## src/rtl/dbg_pkg.sv

```systemverilog
// Shared types and helpers for the debug probe selector and its single-step generator.
package dbg_pkg;

  typedef enum logic [1:0] {IDLE, DEBOUNCE, PULSE, WAIT_RELEASE} step_state_t;

  localparam int unsigned DIGIT_W    = 4;
  localparam int unsigned MAX_BUS_W  = 2048;
  localparam int unsigned MAX_WORD_W = 128;

  // Returns word k of a flattened bus; callers keep only the low word_w bits.
  function automatic logic [MAX_WORD_W-1:0] get_word(input logic [MAX_BUS_W-1:0] bus,
                                                     input int unsigned k,
                                                     input int unsigned word_w);
    logic [MAX_BUS_W-1:0] shifted;
    shifted = bus >> (k * word_w);
    return shifted[MAX_WORD_W-1:0];
  endfunction

endpackage

```

## src/rtl/debug_probe_mux_if.sv

```systemverilog
// Probe capture bus: flattened probe words plus one capture strobe per channel.
interface debug_probe_mux_if
  import dbg_pkg::*;
#(
  parameter int unsigned NUM_CH = 8,
  parameter int unsigned DIGITS = 6
);

  logic [NUM_CH*DIGITS*DIGIT_W-1:0] probe_data;
  logic [NUM_CH-1:0]                probe_valid;

  modport master (output probe_data, output probe_valid);
  modport slave  (input  probe_data, input  probe_valid);

endinterface

```

## src/rtl/dbg_step_gen.sv

```systemverilog
// Debounced single-step clock-enable generator: one cpu_ce pulse per accepted press,
// or a constant enable in free-run mode.
module dbg_step_gen
  import dbg_pkg::*;
#(
  parameter int unsigned DEBOUNCE_CYC = 250000
) (
  input  logic Clk,
  input  logic Reset_n,
  input  logic step_btn_i,
  input  logic run_mode_i,
  output logic cpu_ce_o
);

  localparam int unsigned CntW = $clog2(DEBOUNCE_CYC + 1);

  step_state_t     state_q, state_d;
  logic [CntW-1:0] cnt_q, cnt_d;
  logic            ce_q, ce_d;

  always_comb begin
    state_d = state_q;
    cnt_d   = cnt_q;
    unique case (state_q)
      IDLE: begin
        if (step_btn_i) begin
          state_d = DEBOUNCE;
          cnt_d   = '0;
        end
      end
      DEBOUNCE: begin
        if (!step_btn_i) begin
          state_d = IDLE;
        end else if (cnt_q == CntW'(DEBOUNCE_CYC - 1)) begin
          state_d = PULSE;
        end else begin
          cnt_d = cnt_q + 1'b1;
        end
      end
      PULSE:        state_d = WAIT_RELEASE;
      WAIT_RELEASE: if (!step_btn_i) state_d = IDLE;
      default:      state_d = IDLE;
    endcase
    // The FSM keeps running in free-run mode; only its pulse is masked.
    ce_d = run_mode_i | (state_q == PULSE);
  end

  always_ff @(posedge Clk or negedge Reset_n) begin
    if (!Reset_n) begin
      state_q <= IDLE;
      cnt_q   <= '0;
      ce_q    <= 1'b0;
    end else begin
      state_q <= state_d;
      cnt_q   <= cnt_d;
      ce_q    <= ce_d;
    end
  end

  assign cpu_ce_o = ce_q;

endmodule

```

## src/rtl/debug_probe_mux.sv

```systemverilog
// Captures NUM_CH debug probe words and shows a stability-filtered channel on hex digits.
// Define DBG_PROBE_STICKY_EN to build the sticky per-channel change flags.
module debug_probe_mux
  import dbg_pkg::*;
#(
  parameter int unsigned NUM_CH         = 8,
  parameter int unsigned DIGITS         = 6,
  parameter int unsigned SEL_W          = $clog2(NUM_CH),
  parameter int unsigned SEL_STABLE_CYC = 1024,  // must be >= 2
  parameter int unsigned DEBOUNCE_CYC   = 250000
) (
  input  logic                      Clk,
  input  logic                      Reset_n,
  debug_probe_mux_if.slave          probe,
  input  logic [SEL_W-1:0]          sel,
  input  logic                      freeze,
  input  logic                      step_btn,
  input  logic                      run_mode,
  output logic                      cpu_ce,
  output logic [DIGITS*DIGIT_W-1:0] hex_digits,
  output logic [SEL_W-1:0]          disp_ch,
  output logic                      stale,
  output logic [NUM_CH-1:0]         change_flags
);

  localparam int unsigned WordW = DIGITS * DIGIT_W;
  localparam int unsigned CntW  = $clog2(SEL_STABLE_CYC);

  logic [WordW-1:0] cap_q [NUM_CH];
  logic [WordW-1:0] word_in [NUM_CH];
  logic [WordW-1:0] hex_q, hex_d, cur_word;
  logic [SEL_W-1:0] disp_q, disp_d, sel_prev_q;
  logic [CntW-1:0]  cnt_q, cnt_d;
  logic             stale_q, stale_d;
  logic             cur_valid, new_valid, adopt;

  for (genvar k = 0; k < NUM_CH; k++) begin : g_word
    assign word_in[k] = WordW'(get_word(MAX_BUS_W'(probe.probe_data), k, WordW));
  end

  always_comb begin
    cur_word  = '0;
    cur_valid = 1'b0;
    new_valid = 1'b0;
    for (int unsigned k = 0; k < NUM_CH; k++) begin
      if (disp_q == SEL_W'(k)) begin
        cur_word  = cap_q[k];
        cur_valid = probe.probe_valid[k];
      end
      if (sel == SEL_W'(k)) new_valid = probe.probe_valid[k];
    end
  end

  // The change edge leaves the counter at 0, so adoption lands SEL_STABLE_CYC edges later.
  always_comb begin
    adopt  = 1'b0;
    cnt_d  = cnt_q;
    disp_d = disp_q;
    if (freeze || sel != sel_prev_q || sel == disp_q) begin
      cnt_d = '0;
    end else if (cnt_q == CntW'(SEL_STABLE_CYC - 2)) begin
      cnt_d = '0;
      adopt = (32'(sel) < NUM_CH);
    end else begin
      cnt_d = cnt_q + 1'b1;
    end
    if (adopt) disp_d = sel;
    stale_d = adopt ? !new_valid : (cur_valid ? 1'b0 : stale_q);
    hex_d   = freeze ? hex_q : cur_word;
  end

  always_ff @(posedge Clk or negedge Reset_n) begin
    if (!Reset_n) begin
      for (int unsigned k = 0; k < NUM_CH; k++) cap_q[k] <= '0;
      hex_q      <= '0;
      disp_q     <= '0;
      sel_prev_q <= '0;
      cnt_q      <= '0;
      stale_q    <= 1'b1;
    end else begin
      for (int unsigned k = 0; k < NUM_CH; k++) begin
        if (probe.probe_valid[k]) cap_q[k] <= word_in[k];
      end
      hex_q      <= hex_d;
      disp_q     <= disp_d;
      sel_prev_q <= sel;
      cnt_q      <= cnt_d;
      stale_q    <= stale_d;
    end
  end

`ifdef DBG_PROBE_STICKY_EN
  logic [NUM_CH-1:0] flags_q, flags_d;
  logic              clr_pend_q, clr_pend_d;

  // Set is applied last so it wins over a coincident clear.
  always_comb begin
    flags_d    = flags_q;
    clr_pend_d = clr_pend_q;
    if (clr_pend_q && !freeze) begin
      for (int unsigned k = 0; k < NUM_CH; k++) begin
        if (disp_q == SEL_W'(k)) flags_d[k] = 1'b0;
      end
      clr_pend_d = 1'b0;
    end
    if (adopt) clr_pend_d = 1'b1;
    for (int unsigned k = 0; k < NUM_CH; k++) begin
      if (probe.probe_valid[k] && word_in[k] != cap_q[k]) flags_d[k] = 1'b1;
    end
  end

  always_ff @(posedge Clk or negedge Reset_n) begin
    if (!Reset_n) begin
      flags_q    <= '0;
      clr_pend_q <= 1'b0;
    end else begin
      flags_q    <= flags_d;
      clr_pend_q <= clr_pend_d;
    end
  end

  assign change_flags = flags_q;
`else
  assign change_flags = '0;
`endif

  dbg_step_gen #(
    .DEBOUNCE_CYC(DEBOUNCE_CYC)
  ) u_step_gen (
    .Clk       (Clk),
    .Reset_n   (Reset_n),
    .step_btn_i(step_btn),
    .run_mode_i(run_mode),
    .cpu_ce_o  (cpu_ce)
  );

  assign hex_digits = hex_q;
  assign disp_ch    = disp_q;
  assign stale      = stale_q;

endmodule

```

## src/flat_wrapper.sv

```systemverilog
// flat-port wrapper written by rule: the top's interface ports become plain ports
module debug_probe_mux_flat import dbg_pkg::*;
#(
  parameter int unsigned NUM_CH         = 8,
  parameter int unsigned DIGITS         = 6,
  parameter int unsigned SEL_W          = $clog2(NUM_CH),
  parameter int unsigned SEL_STABLE_CYC = 1024,                 
  parameter int unsigned DEBOUNCE_CYC   = 250000
)
  (Clk, Reset_n, sel, freeze, step_btn, run_mode, cpu_ce, hex_digits, disp_ch, stale, change_flags, probe_probe_data, probe_probe_valid);
  debug_probe_mux_if #(.NUM_CH(NUM_CH), .DIGITS(DIGITS)) probe_i ();
  input  logic Clk;
  input  logic Reset_n;
  input  logic [SEL_W-1:0] sel;
  input  logic freeze;
  input  logic step_btn;
  input  logic run_mode;
  output logic cpu_ce;
  output logic [DIGITS*DIGIT_W-1:0] hex_digits;
  output logic [SEL_W-1:0] disp_ch;
  output logic stale;
  output logic [NUM_CH-1:0] change_flags;
  input wire logic [$bits(probe_i.probe_data)-1:0] probe_probe_data;
  input wire logic [$bits(probe_i.probe_valid)-1:0] probe_probe_valid;
  assign probe_i.probe_data = probe_probe_data;
  assign probe_i.probe_valid = probe_probe_valid;
  debug_probe_mux #(.NUM_CH(NUM_CH), .DIGITS(DIGITS), .SEL_W(SEL_W), .SEL_STABLE_CYC(SEL_STABLE_CYC), .DEBOUNCE_CYC(DEBOUNCE_CYC)) u_core (.Clk(Clk), .Reset_n(Reset_n), .probe(probe_i), .sel(sel), .freeze(freeze), .step_btn(step_btn), .run_mode(run_mode), .cpu_ce(cpu_ce), .hex_digits(hex_digits), .disp_ch(disp_ch), .stale(stale), .change_flags(change_flags));
endmodule
```

## config.mk

```make
export PLATFORM = sky130hd
export DESIGN_NAME = debug_probe_mux_flat
export DESIGN_NICKNAME = d
export VERILOG_FILES = /design/src/rtl/dbg_pkg.sv /design/src/rtl/debug_probe_mux_if.sv /design/src/rtl/dbg_step_gen.sv /design/src/rtl/debug_probe_mux.sv /design/src/flat_wrapper.sv
export SDC_FILE = /design/constraint.sdc
export NUM_CORES = 1
export LEC_CHECK = 0
export CAP_MARGIN = 15
export CORE_UTILIZATION = 47
export DETAILED_ROUTE_END_ITERATION = 10
export PLACE_DENSITY = 0.86
export SYNTH_ARGS = -nofsm -noshare
export SYNTH_HDL_FRONTEND = slang
export SYNTH_SLANG_ARGS = --single-unit
```

## constraint.sdc

```tcl
create_clock -name Clk -period 1.9 [get_ports Clk]
set_clock_uncertainty 0.1 [all_clocks]
set_input_delay 0.57 -clock Clk [delete_from_list [all_inputs] [get_ports Clk]]
set_output_delay 0.57 -clock Clk [all_outputs]
set_load 0.005 [all_outputs]
```

Word level (Yosys, flattened, before mapping)
Cells that the tools add are included.
{"block": "word_totals", "ff_bits": 254, "inputBits": 208}
{"block": "classes", "add_sub_neg": 2, "eq_ne": 26, "n_mux": 39, "n_bitwise": 1, "reduce_logical": 10}
{"op": "$mux W24", "count": 8}
{"op": "$mux W18", "count": 3}
{"op": "$pmux W18 S2", "count": 1}
{"op": "$eq A3 B3 Y1 const B", "count": 8}
{"op": "$mux W1", "count": 20}
{"op": "$mux W10", "count": 2}
{"op": "$add A18 B1 Y18 const B", "count": 1}
{"op": "$eq A18 B18 Y1 const B", "count": 1}
{"op": "$eq A3 B2 Y1 const B", "count": 4}
{"op": "$add A10 B1 Y10 const B", "count": 1}
{"op": "$eq A10 B10 Y1 const B", "count": 1}
{"op": "$mux W2", "count": 4}
{"op": "$ne A2 B2 Y1 const B", "count": 4}
{"op": "$pmux W2 S4", "count": 1}
{"op": "$eq A3 B1 Y1 const B", "count": 2}
{"op": "$logic_not A3 Y1", "count": 2}
{"op": "$eq A2 B2 Y1 const B", "count": 2}
{"op": "$reduce_and A4 Y1", "count": 1}
{"op": "$reduce_bool A2 Y1", "count": 2}
{"op": "$eq A3 B3 Y1", "count": 1}
{"op": "$ne A3 B3 Y1", "count": 1}
{"op": "$ne A3 B3 Y1 const B", "count": 1}
{"op": "$reduce_and A3 Y1", "count": 1}
{"op": "$eq A2 B1 Y1 const B", "count": 1}
{"op": "4 further kinds", "count": 5}

Depth between registers and ports, before layout
Gate-level depths: netlist of the first run.
{"block": "logic_depth", "depth_word": 11, "mapped_depth": 7, "depth_no_buf": 5}

By module
A second synthesis of the first run with hierarchy kept.
{"block": "unflattened", "cells_unflattened": 902, "hier_area_um2": 11765.0}
{"module": "debug_probe_mux", "instances": 1, "cells_each": 774, "area_per_inst_um2": 10557.6, "seq_area_each_um2": 5831.8}
{"module": "dbg_step_gen", "instances": 1, "cells_each": 128, "area_per_inst_um2": 1207.4, "seq_area_each_um2": 525.5}

Worst setup path before layout of the first run
No wires, ideal clock.
{"block": "synth_path", "path_kind": "input port to flip-flop", "startpoint": "input sel[0]", "endpoint": "register u_core.disp_q[0], in the netlist u_core.disp_ch[0]", "setup_ps": 125, "t_arrival_ps": 1733, "required_ps": 1675, "path_slack_ps": -58, "path_stages": 5, "cell_sequence": "clkbuf_1 xor2_1 nor4_1 nand4bb_1 mux2_2"}
{"block": "synth_between", "elab_chain_cells": 4, "elab_cells_between_ends": 5}
{"item": "start, declared", "line": "flat_wrapper.sv:14", "source": "input logic [SEL_W-1:0] sel;"}
{"item": "$ne A3 B3 Y1", "line": "debug_probe_mux.sv:59", "source": "if (freeze || sel != sel_prev_q || sel == disp_q) begin"}
{"item": "$logic_or A1 B1 Y1 (2 in a row)", "line": "debug_probe_mux.sv:59"}
{"item": "$mux W1", "line": "debug_probe_mux.sv:59"}
{"item": "end signal, assigned", "line": "debug_probe_mux.sv:85", "source": "disp_q <= disp_d;"}
{"item": "end, declared", "line": "debug_probe_mux.sv:32", "source": "logic [SEL_W-1:0] disp_q, disp_d, sel_prev_q;"}
Parallel ways exist; a longest one is shown, timed or not.
A chain may end at the register's enable or synchronous reset.

Worst setup path after layout of the first run
{"block": "layout_path", "startpoint": "register u_core.disp_q[2], in the netlist u_core.disp_ch[2]", "endpoint": "output disp_ch[2]"}
{"item": "end, declared", "line": "flat_wrapper.sv:20", "source": "output logic [SEL_W-1:0] disp_ch;"}
No word-level cell between the ends.

==> results.ini, run 1 <==
[drt]
firstDrtPassIters=5
vias_per_cell=5.65
ant_nets=0
wl_um=35800
routedWlPerCell_um=21.7
drc_errors=0
vias=9316
drt_iter0_drc=665

[placement]
place_inst=1570
gp_congestion=0.875
numPortBuffers=236
placed_area_um2=14900
place_ws_ps=-547
dp_hpwl_um=24300

[power]
p_leak_nw=7.02
p_total_mw=13.8
p_per_area_nw_per_um2=835
peakVddDrop_mv=0.614

[setup_path]
path_class=reg2out
worst_ep_arrival_time_ps=1280
endpoint_kind=output pin
crit_fanout=2
required_ps=1230
worstSetupStartpointType=register
rr_worst_depth=8

[timing]
fin_crit_ps=1950
worst_slack_ps=-45.2
period_share=1.02
setup_viol=7
drv_slew=0
final_hold_viol_count=0
setup-tns-final_ps=-187
max_freq_mhz=514
rsz0062_at_grt=true

[global_route]
grt-ovfl-total=0
grt_pass1_wl_um=53900
antenna_found_initial=3
grt_util_all_layers=0.274
grt_max_degree=49
grt_pass1_vias=9853

[synthesis]
synth.top_cells.by_count=dfrtp_1, mux2_2, o21ai_0
async_flop_share=1.00
synth_area_leaders=dfrtp_1, mux2_2, o21ai_0
synth_top_area_frac=0.541
ys_seq_area_frac=0.543
syn_area_um2=11700
ys.flop_type=dfrtp_1
synth.most_common_cell=dfrtp_1
synth_top_area_cell=dfrtp_1
ys_warn_count=0
synth_seq_cells=254
synthCells=1002
syn_avg_cell_area_um2=11.7
ys_types=50
synth_edf_count=0

[clock_tree]
cts.sinks=254
cts_buffers=28
insertion_delay_ps=540
cts-root-buf=clkbuf_16
clk_pin_slew_worst_paths_ps=60
max-clock-path-buffers=3
cts_max_level=1
cts_tree=yes

[cells_and_area]
fin_area_um2=16600
area_growth_pct=41.5
num-fill-cells=1707
nets=1513
drive_gt1_frac=0.298
instances_no_fill=1649

[status]
status=finished with violations
violations=setup timing

[floorplan]
fp.dieH_um=160
die-area_um2=25500
dieWidth_um=160
start_util=0.480
rows=57
top_level_ports=245
coreArea_um2=24400

[job]
drv_cap=0

[hold_path]
min_path_type=reg2reg
hold_path_depth=1

[cells by family after synthesis]
kind of cell    after synthesis  synth area share
compound gates              245             0.143
xor+xnor                     19            0.0142
fa+ha+maj                     3           0.00321
buf+inv                     127            0.0446
flops                       254             0.543
mux                         192             0.183
other cells                   1          0.000320
simple gates                161            0.0684
[sequential cells by signal (all words and copies together), names as in the netlist, named ones only]
| signal | count |
|---|---|
| u_core.u_step_gen.cnt_q | 18 |
| u_core.u_step_gen.cpu_ce_o | 1 |
| u_core.u_step_gen.state_q | 1 |
| u_core.stale | 1 |
| u_core.cap_q | 192 |
| u_core.hex_digits | 24 |
| u_core.cnt_q | 10 |
| u_core.disp_ch | 3 |
| u_core.sel_prev_q | 3 |
[routing by layer]
metal	part of all wire	vias up	GRT usage
li1	-	4218	-
met1	0.38	4650	0.324
met2	0.51	359	0.487
met3	0.075	87	0.0649
met4	0.036	2	0.0918
met5	0.00031	-	0
[worst paths after layout]
check / end / slack (ps) / from
setup reg to reg: u_core.hex_digits[4] / -30 / u_core.disp_ch[1]
hold / removal: u_core.cap_q[74] / 400 / u_core.cap_q[74]
max in group asynchronous: u_core.stale / 630 / Reset_n
setup / recovery: disp_ch[2] / -50 / u_core.disp_ch[2]
min in group asynchronous: u_core.cap_q[30] / 460 / Reset_n
hold reg to reg: u_core.cap_q[74] / 400 / u_core.cap_q[74]
[what timing repair did]
| action | 4_1_cts | 5_1_grt |
|---|---|---|
| gates cloned | 3 | 4 |
| resized for setup | 87 | 53 |
| hold buffers | 1 | 0 |
| setup buffers | 13 | 5 |
| endpoints found under the setup margin | 51 | 38 |
| pin swaps | 5 | 10 |
| endpoints found under the hold margin | 36 | 0 |
[stage by stage]
step | hold WS [ps] | util
floorplan | 174 | -
global placement | 380 | 0.613
detailed placement | 392 | 0.613
CTS | 404 | 0.664
global route | 412 | 0.679
finish | 405 | 0.679
[power breakdown]
group / total, mW / switching [mW] / internal [mW]
Sequential: 6.21 / 0.307 / 5.91
Combinational: 2.03 / 0.850 / 1.17
Clock: 5.59 / 2.21 / 3.38
[cell usage in the layout (no fill, tap or decap), types with 40 or more instances in the layout]
cell type | netlist | routed
clkdlybuf4s50_1 | 0 | 203
nor2_1 | 41 | 40
nand2_1 | 57 | 57
a22o_1 | 40 | 40
buf_4 | 9 | 77
mux2_2 | 157 | 157
o21ai_0 | 90 | 73
dfrtp_1 | 253 | 250
a21oi_1 | 42 | 40
inv_1 | 47 | 46
[final cells by class]
type,count,area [um2],share of cell area
Sequential cell,254,6370,0.384
Antenna cell,1,2.50,0.000151
Tap cell,324,405,0.0245
Inverter,47,180,0.0109
Multi-Input combinational cell,629,5170,0.312
Clock buffer,43,858,0.0518
Clock inverter,9,103,0.00620
Timing Repair Buffer,342,3480,0.210
[critical path, stage by stage (launching register included)]
cell,delay [ps]
dfrtp_4,500
buf_12,140
buf_6,100
Power figures use the tool's default switching activity.
==> inputs of run 2 (changes only) <==
--- a/config.mk
+++ b/config.mk
@@ -9,6 +9,7 @@
 export CORE_UTILIZATION = 47
 export DETAILED_ROUTE_END_ITERATION = 10
 export PLACE_DENSITY = 0.86
+export RECOVER_POWER = 25
 export SYNTH_ARGS = -nofsm -noshare
 export SYNTH_HDL_FRONTEND = slang
 export SYNTH_SLANG_ARGS = --single-unit
==> run 2 against run 1 <==
  * The flow still finishes with violations (setup timing)
  * Register-to-register slack hardly changed
  * Cell count about the same
  * Clock power about the same
  * Critical path type unchanged
  * Largest power group unchanged
  * Highest routed layer unchanged
==> results.ini, run 2 (synthesized netlist as in run 1, its figures left out) <==
[status]
status=finished with violations
violations=setup timing

[cells_and_area]
mostFrequentLayoutCell=dfrtp_1
final_core_util=0.676  ; -0.00267
drive_gt1_frac=0.295  ; -0.00227
fin_area_um2=16500  ; -0.39%
num-fill-cells=1721  ; +0.82%
final_cell_mix=dfrtp_1, clkdlybuf4s50_1, mux2_2
regMostFlops=u_core.cap_q
largest_register_ff_count=192  ; unchanged
area_growth_pct=40.9
nets=1513  ; unchanged

[timing]
period_share=1.02  ; +0.00112
rsz0062_at_grt=true
relSlewSlack=0.346
fin_crit_ps=1950  ; +2.14 ps
max_freq_mhz=514  ; -0.11%
final_hold_viol_count=0  ; unchanged
worst_slack_ps=-47.4  ; -2.14 ps
drv_slew=0  ; unchanged
setup_viol=8  ; +1
worstMarginPinSlew_ps=979
setup-tns-final_ps=-220  ; -33.1 ps

[drt]
vias=9327  ; +0.12%
drt_iter0_drc=641  ; -3.6%
vias_per_cell=5.65  ; about the same
wl_um=35800  ; -0.14%
routedWlPerCell_um=21.7  ; -0.20%
firstDrtPassIters=7  ; +2
ant_nets=0  ; unchanged
drc_errors=0  ; unchanged

[floorplan]
coreArea_um2=24400  ; unchanged
top_level_ports=245  ; unchanged
start_util=0.480  ; unchanged
rows=57  ; unchanged
dieWidth_um=160  ; unchanged
fp.dieH_um=160  ; unchanged
die-area_um2=25500  ; unchanged

[setup_path]
worstSetupStartpointType=register
worst_ep_arrival_time_ps=1280  ; about the same
crit_family=flip-flops
slowest_delay_ps=500  ; about the same
required_ps=1230  ; about the same
worst_path_max_delay_cell=dfrtp_4
path_class=reg2out
endpoint_kind=output pin
cp_cell_sequence=buf_12 -> buf_6
crit_fanout=2  ; unchanged
critPathBufInv=2  ; unchanged

[power]
p_per_area_nw_per_um2=837  ; +0.18%
intPower_mw=10.4  ; -0.20%
peakVddDrop_mv=0.616  ; +0.45%
p_leak_nw=7.00  ; -0.28%
seqPwrFrac=0.450  ; about the same
p_comb_frac=0.145  ; about the same
p_clk_frac=0.405  ; about the same
p_switching_mw=3.36  ; -0.22%
switching_share=0.244  ; about the same
p_total_mw=13.8  ; -0.21%

[global_route]
antenna_found_initial=4  ; +1
grt-ovfl-total=0  ; unchanged
grt_pass1_wl_um=53900  ; unchanged
grt_util_all_layers=0.274  ; unchanged
grt_max_degree=49  ; unchanged
grt_pass1_vias=9853  ; unchanged

[clock_tree]
max-clock-path-buffers=3  ; unchanged
cts_tree=yes
clk_pin_slew_worst_paths_ps=60  ; about the same
cts_max_level=1  ; unchanged
insertion_delay_ps=540  ; about the same
cts.sinks=254  ; unchanged
cts_buffers=28  ; unchanged
cts-root-buf=clkbuf_16

[job]
drv_cap=0  ; unchanged

[placement]
placed_area_um2=14900  ; unchanged
gp_congestion=0.875  ; unchanged
dp_hpwl_um=24300  ; unchanged
numPortBuffers=236  ; unchanged

[hold_path]
min_path_type=reg2reg

[run 2: routing by layer]
layer,vias to the layer above,global-route usage,wire length (um)
met3,89,0.0649,2640
met2,354,0.487,18200
li1,4221,-,-
met4,2,0.0918,1230
met1,4661,0.324,13700
met5,-,0,11
[run 2: layout make-up]
type	count	area [um2]	area share
Sequential cell	254	6370	0.386
Clock inverter	9	103	0.00622
Timing Repair Buffer	342	3410	0.207
Inverter	47	180	0.0109
Multi-Input combinational cell	629	5170	0.313
Clock buffer	43	858	0.0520
Tap cell	324	405	0.0246
Antenna cell	2	5.00	0.000303
[run 2: power groups by stage]
stage,combinational [mW],clock [mW],sequential (mW)
after floorplan,0.849,0,6.20
after global placement,1.87,0,6.24
after global routing,2.16,5.87,6.26
after CTS,1.96,5.64,6.19
final,2.00,5.58,6.21
after detailed placement,1.92,0,6.27
[run 2: final timing paths]
kind | start | endpoint | slack [ps] | depth (start not counted)
max | u_core.disp_ch[2] | disp_ch[2] | -50 | 2
min | u_core.cap_q[54] | u_core.cap_q[54] | 400 | 1
max reg2reg | u_core.disp_ch[1] | u_core.hex_digits[4] | -40 | 8
min reg2reg | u_core.cap_q[54] | u_core.cap_q[54] | 400 | 1
max in group asynchronous | Reset_n | u_core.cap_q[148] | 180 | 3
min in group asynchronous | Reset_n | u_core.cap_q[30] | 590 | 2
[run 2: timing repair]
| item | CTS | global route |
|---|---|---|
| hold endpoints to repair | 36 | 0 |
| pin swaps | 5 | 10 |
| setup buffers | 13 | 5 |
| resized for setup | 87 | 53 |
| hold buffers | 1 | 0 |
| setup endpoints to repair | 51 | 38 |
| cloned | 3 | 4 |
[run 2: metrics by stage]
stage	cells	setup slack, ps	hold WS, ps
2_1_floorplan	1009	-7.15	174
6_report	1650	-47.4	404
3_5_place_dp	1570	-547	392
4_1_cts	1639	-138	404
5_1_grt	1649	-62.4	412
3_3_place_gp	1570	-462	380
==> inputs of run 3 (changes only) <==
--- a/config.mk
+++ b/config.mk
@@ -6,10 +6,12 @@
 export NUM_CORES = 1
 export LEC_CHECK = 0
 export CAP_MARGIN = 15
+export CORE_MARGIN = 2
 export CORE_UTILIZATION = 47
 export DETAILED_ROUTE_END_ITERATION = 10
 export PLACE_DENSITY = 0.86
 export RECOVER_POWER = 25
+export REMOVE_ABC_BUFFERS = 1
 export SYNTH_ARGS = -nofsm -noshare
 export SYNTH_HDL_FRONTEND = slang
 export SYNTH_SLANG_ARGS = --single-unit
==> run 3 against run 2 <==
  * The flow now finishes without violations
  * Cell area down 3.7%
  * Combinational power fell by 7%
  * Setup slack gained 67 ps
  * Clock-buffer cell count shrank 6
  * Core utilization is 2.5 points lower
  * Register-to-register slack better by 80 ps
  * Total power decreased by 1.5%
  * Critical endpoint is now u_core.u_step_gen.cnt_q[15]
  * Largest cell class unchanged
  * Largest power group unchanged
  * Highest routed layer unchanged
==> results.ini, run 3 (synthesized netlist as in run 1, its figures left out) <==
[cells_and_area]
drive_gt1_frac=0.256  ; -0.0397
final_core_util=0.651  ; -0.0248
area_growth_pct=35.7
regMostFlops=u_core.cap_q
final_cell_mix=dfrtp_1, clkdlybuf4s50_1, mux2_2
largest_register_ff_count=192  ; unchanged
mostFrequentLayoutCell=dfrtp_1
nets=1487  ; -1.7%

[timing]
relSlewSlack=0.360  ; +0.0138
fin_crit_ps=1880  ; -67.4 ps
period_share=0.989  ; -0.0355
worstMarginPinSlew_ps=960  ; -19.1 ps
rsz0062_at_grt=true
drv_slew=0  ; unchanged
final_hold_viol_count=0  ; unchanged
setup_viol=0  ; -8
max_freq_mhz=532  ; +3.6%

[floorplan]
dieWidth_um=162  ; +1.3%
die-area_um2=26200  ; +2.5%
top_level_ports=245  ; unchanged
fp.dieH_um=162  ; +1.3%
start_util=0.480  ; unchanged
rows=57  ; unchanged
coreArea_um2=24400  ; unchanged

[placement]
dp_hpwl_um=23300  ; -4.3%
gp_congestion=0.849  ; -3.1%
numPortBuffers=236  ; unchanged

[setup_path]
worst_ep_arrival_time_ps=2220  ; +940 ps
worstSetupStartpointType=input pin
r2r_slack_ps=40  ; +80 ps
required_ps=2240  ; +1010 ps
path_class=in2reg
crit_fanout=4  ; +2
endpoint_kind=register

[drt]
vias_per_cell=5.81  ; +2.8%
firstDrtPassIters=6  ; -1
drc_errors=0  ; unchanged
vias=9429  ; +1.1%
ant_nets=0  ; unchanged
wl_um=34900  ; -2.6%
routedWlPerCell_um=21.5  ; -0.94%
drt_iter0_drc=693  ; +8.1%

[global_route]
grt_pass1_vias=9635  ; -2.2%
grt_pass1_wl_um=52300  ; -3.0%
grt-ovfl-total=0  ; unchanged
grt_util_all_layers=0.255  ; -0.0188
antenna_found_initial=6  ; +2
grt_max_degree=80  ; +63%

[power]
p_leak_nw=6.71  ; -4.2%
p_per_area_nw_per_um2=855  ; +2.2%
p_total_mw=13.6  ; -1.5%
peakVddDrop_mv=0.572  ; -7.2%

[clock_tree]
cts.sinks=254  ; unchanged
cts_buffers=27  ; -3.6%
cts-root-buf=clkbuf_16
clk_pin_slew_worst_paths_ps=60  ; about the same
cts_max_level=1  ; unchanged
cts_tree=yes
insertion_delay_ps=520  ; -20 ps
max-clock-path-buffers=3  ; unchanged

[job]
drv_cap=0  ; unchanged

[hold_path]
min_path_type=in2async

[status]
status=finished clean

## run 3: changes by cell type in the layout (fill, tap and decap cells not counted), moves of 4 or more
cell and delta:
clkbuf_4 -4, o21ai_0 +16, clkbuf_16 -4, dlygate4sd2_1 +9, clkdlybuf4s15_1 -8, a221oi_2 -10
a221oi_4 -4, o21ai_2 -7, buf_4 -17, o21ai_1 -9, a221oi_1 +14, dlygate4sd3_1 -4
clkbuf_1 +11
## run 3: final timing paths
path                                               end              start  depth (start not counted)
setup / recovery           u_core.u_step_gen.cnt_q[15]           step_btn                          5
hold / removal                        u_core.cap_q[23]            Reset_n                          2
setup reg to reg                  u_core.hex_digits[4]  u_core.disp_ch[2]                          6
hold reg to reg                        u_core.cnt_q[0]    u_core.cnt_q[0]                          1
max in group asynchronous                    async pin            Reset_n                          3
min in group Clk                       u_core.cnt_q[0]    u_core.cnt_q[0]                          1
## run 3: power breakdown
| group | leakage, nW | internal, mW | switching [mW] |
|---|---|---|---|
| Sequential | 3.06 | 5.90 | 0.274 |
| Clock | 0.463 | 3.41 | 2.14 |
| Combinational | 3.18 | 1.05 | 0.806 |
| Total | 6.71 | 10.4 | 3.22 |
## run 3: stage by stage
| step | setup slack, ps | cell area [um2] | hold slack, ps | TNS, ps | instances |
|---|---|---|---|---|---|
| after CTS | -75.7 | 15800 | 354 | -117 | 1615 |
| after global routing | -12.3 | 15900 | 367 | -26.5 | 1622 |
| after detailed placement | -613 | 14800 | 314 | -10970 | 1555 |
| after global placement | -496 | 14800 | 311 | -8960 | 1555 |
| final | 20.0 | 15900 | 365 | 0 | 1622 |
| after floorplan | -1810 | 11400 | 174 | -57530 | 929 |
## run 3: routing by layer
layer	vias up	GRT usage	wire length, um	share of wire
met5	-	0	27	0.00077
met4	4	0.106	1070	0.031
met3	79	0.0483	2700	0.077
met2	442	0.413	16700	0.48
met1	4745	0.339	14400	0.41
li1	4159	-	-	-
## run 3: repair_timing
item	in CTS	in global routing
hold buffers	1	0
setup buffers	11	2
hold endpoints to repair	16	0
setup endpoints to repair	32	20
resized for setup	42	28
cloned	0	2
pin swaps	0	2
## run 3: critical path, cell delays in order
cell and delay [ps]:
clkdlybuf4s50_1 540, nand2_1 120, or3_4 420, or4_1 410
a21oi_1 160
## run 3: area by class of cell
class                   instances  area, um2
repair buffers                318       3010
multi-input cells             628       4970
fillers                      1789       8500
diodes                          3       7.51
inverters                      47        180
well taps                     324        405
flip-flops and latches        254       6370
clock buffers                  37        783
clock inverters                11        160
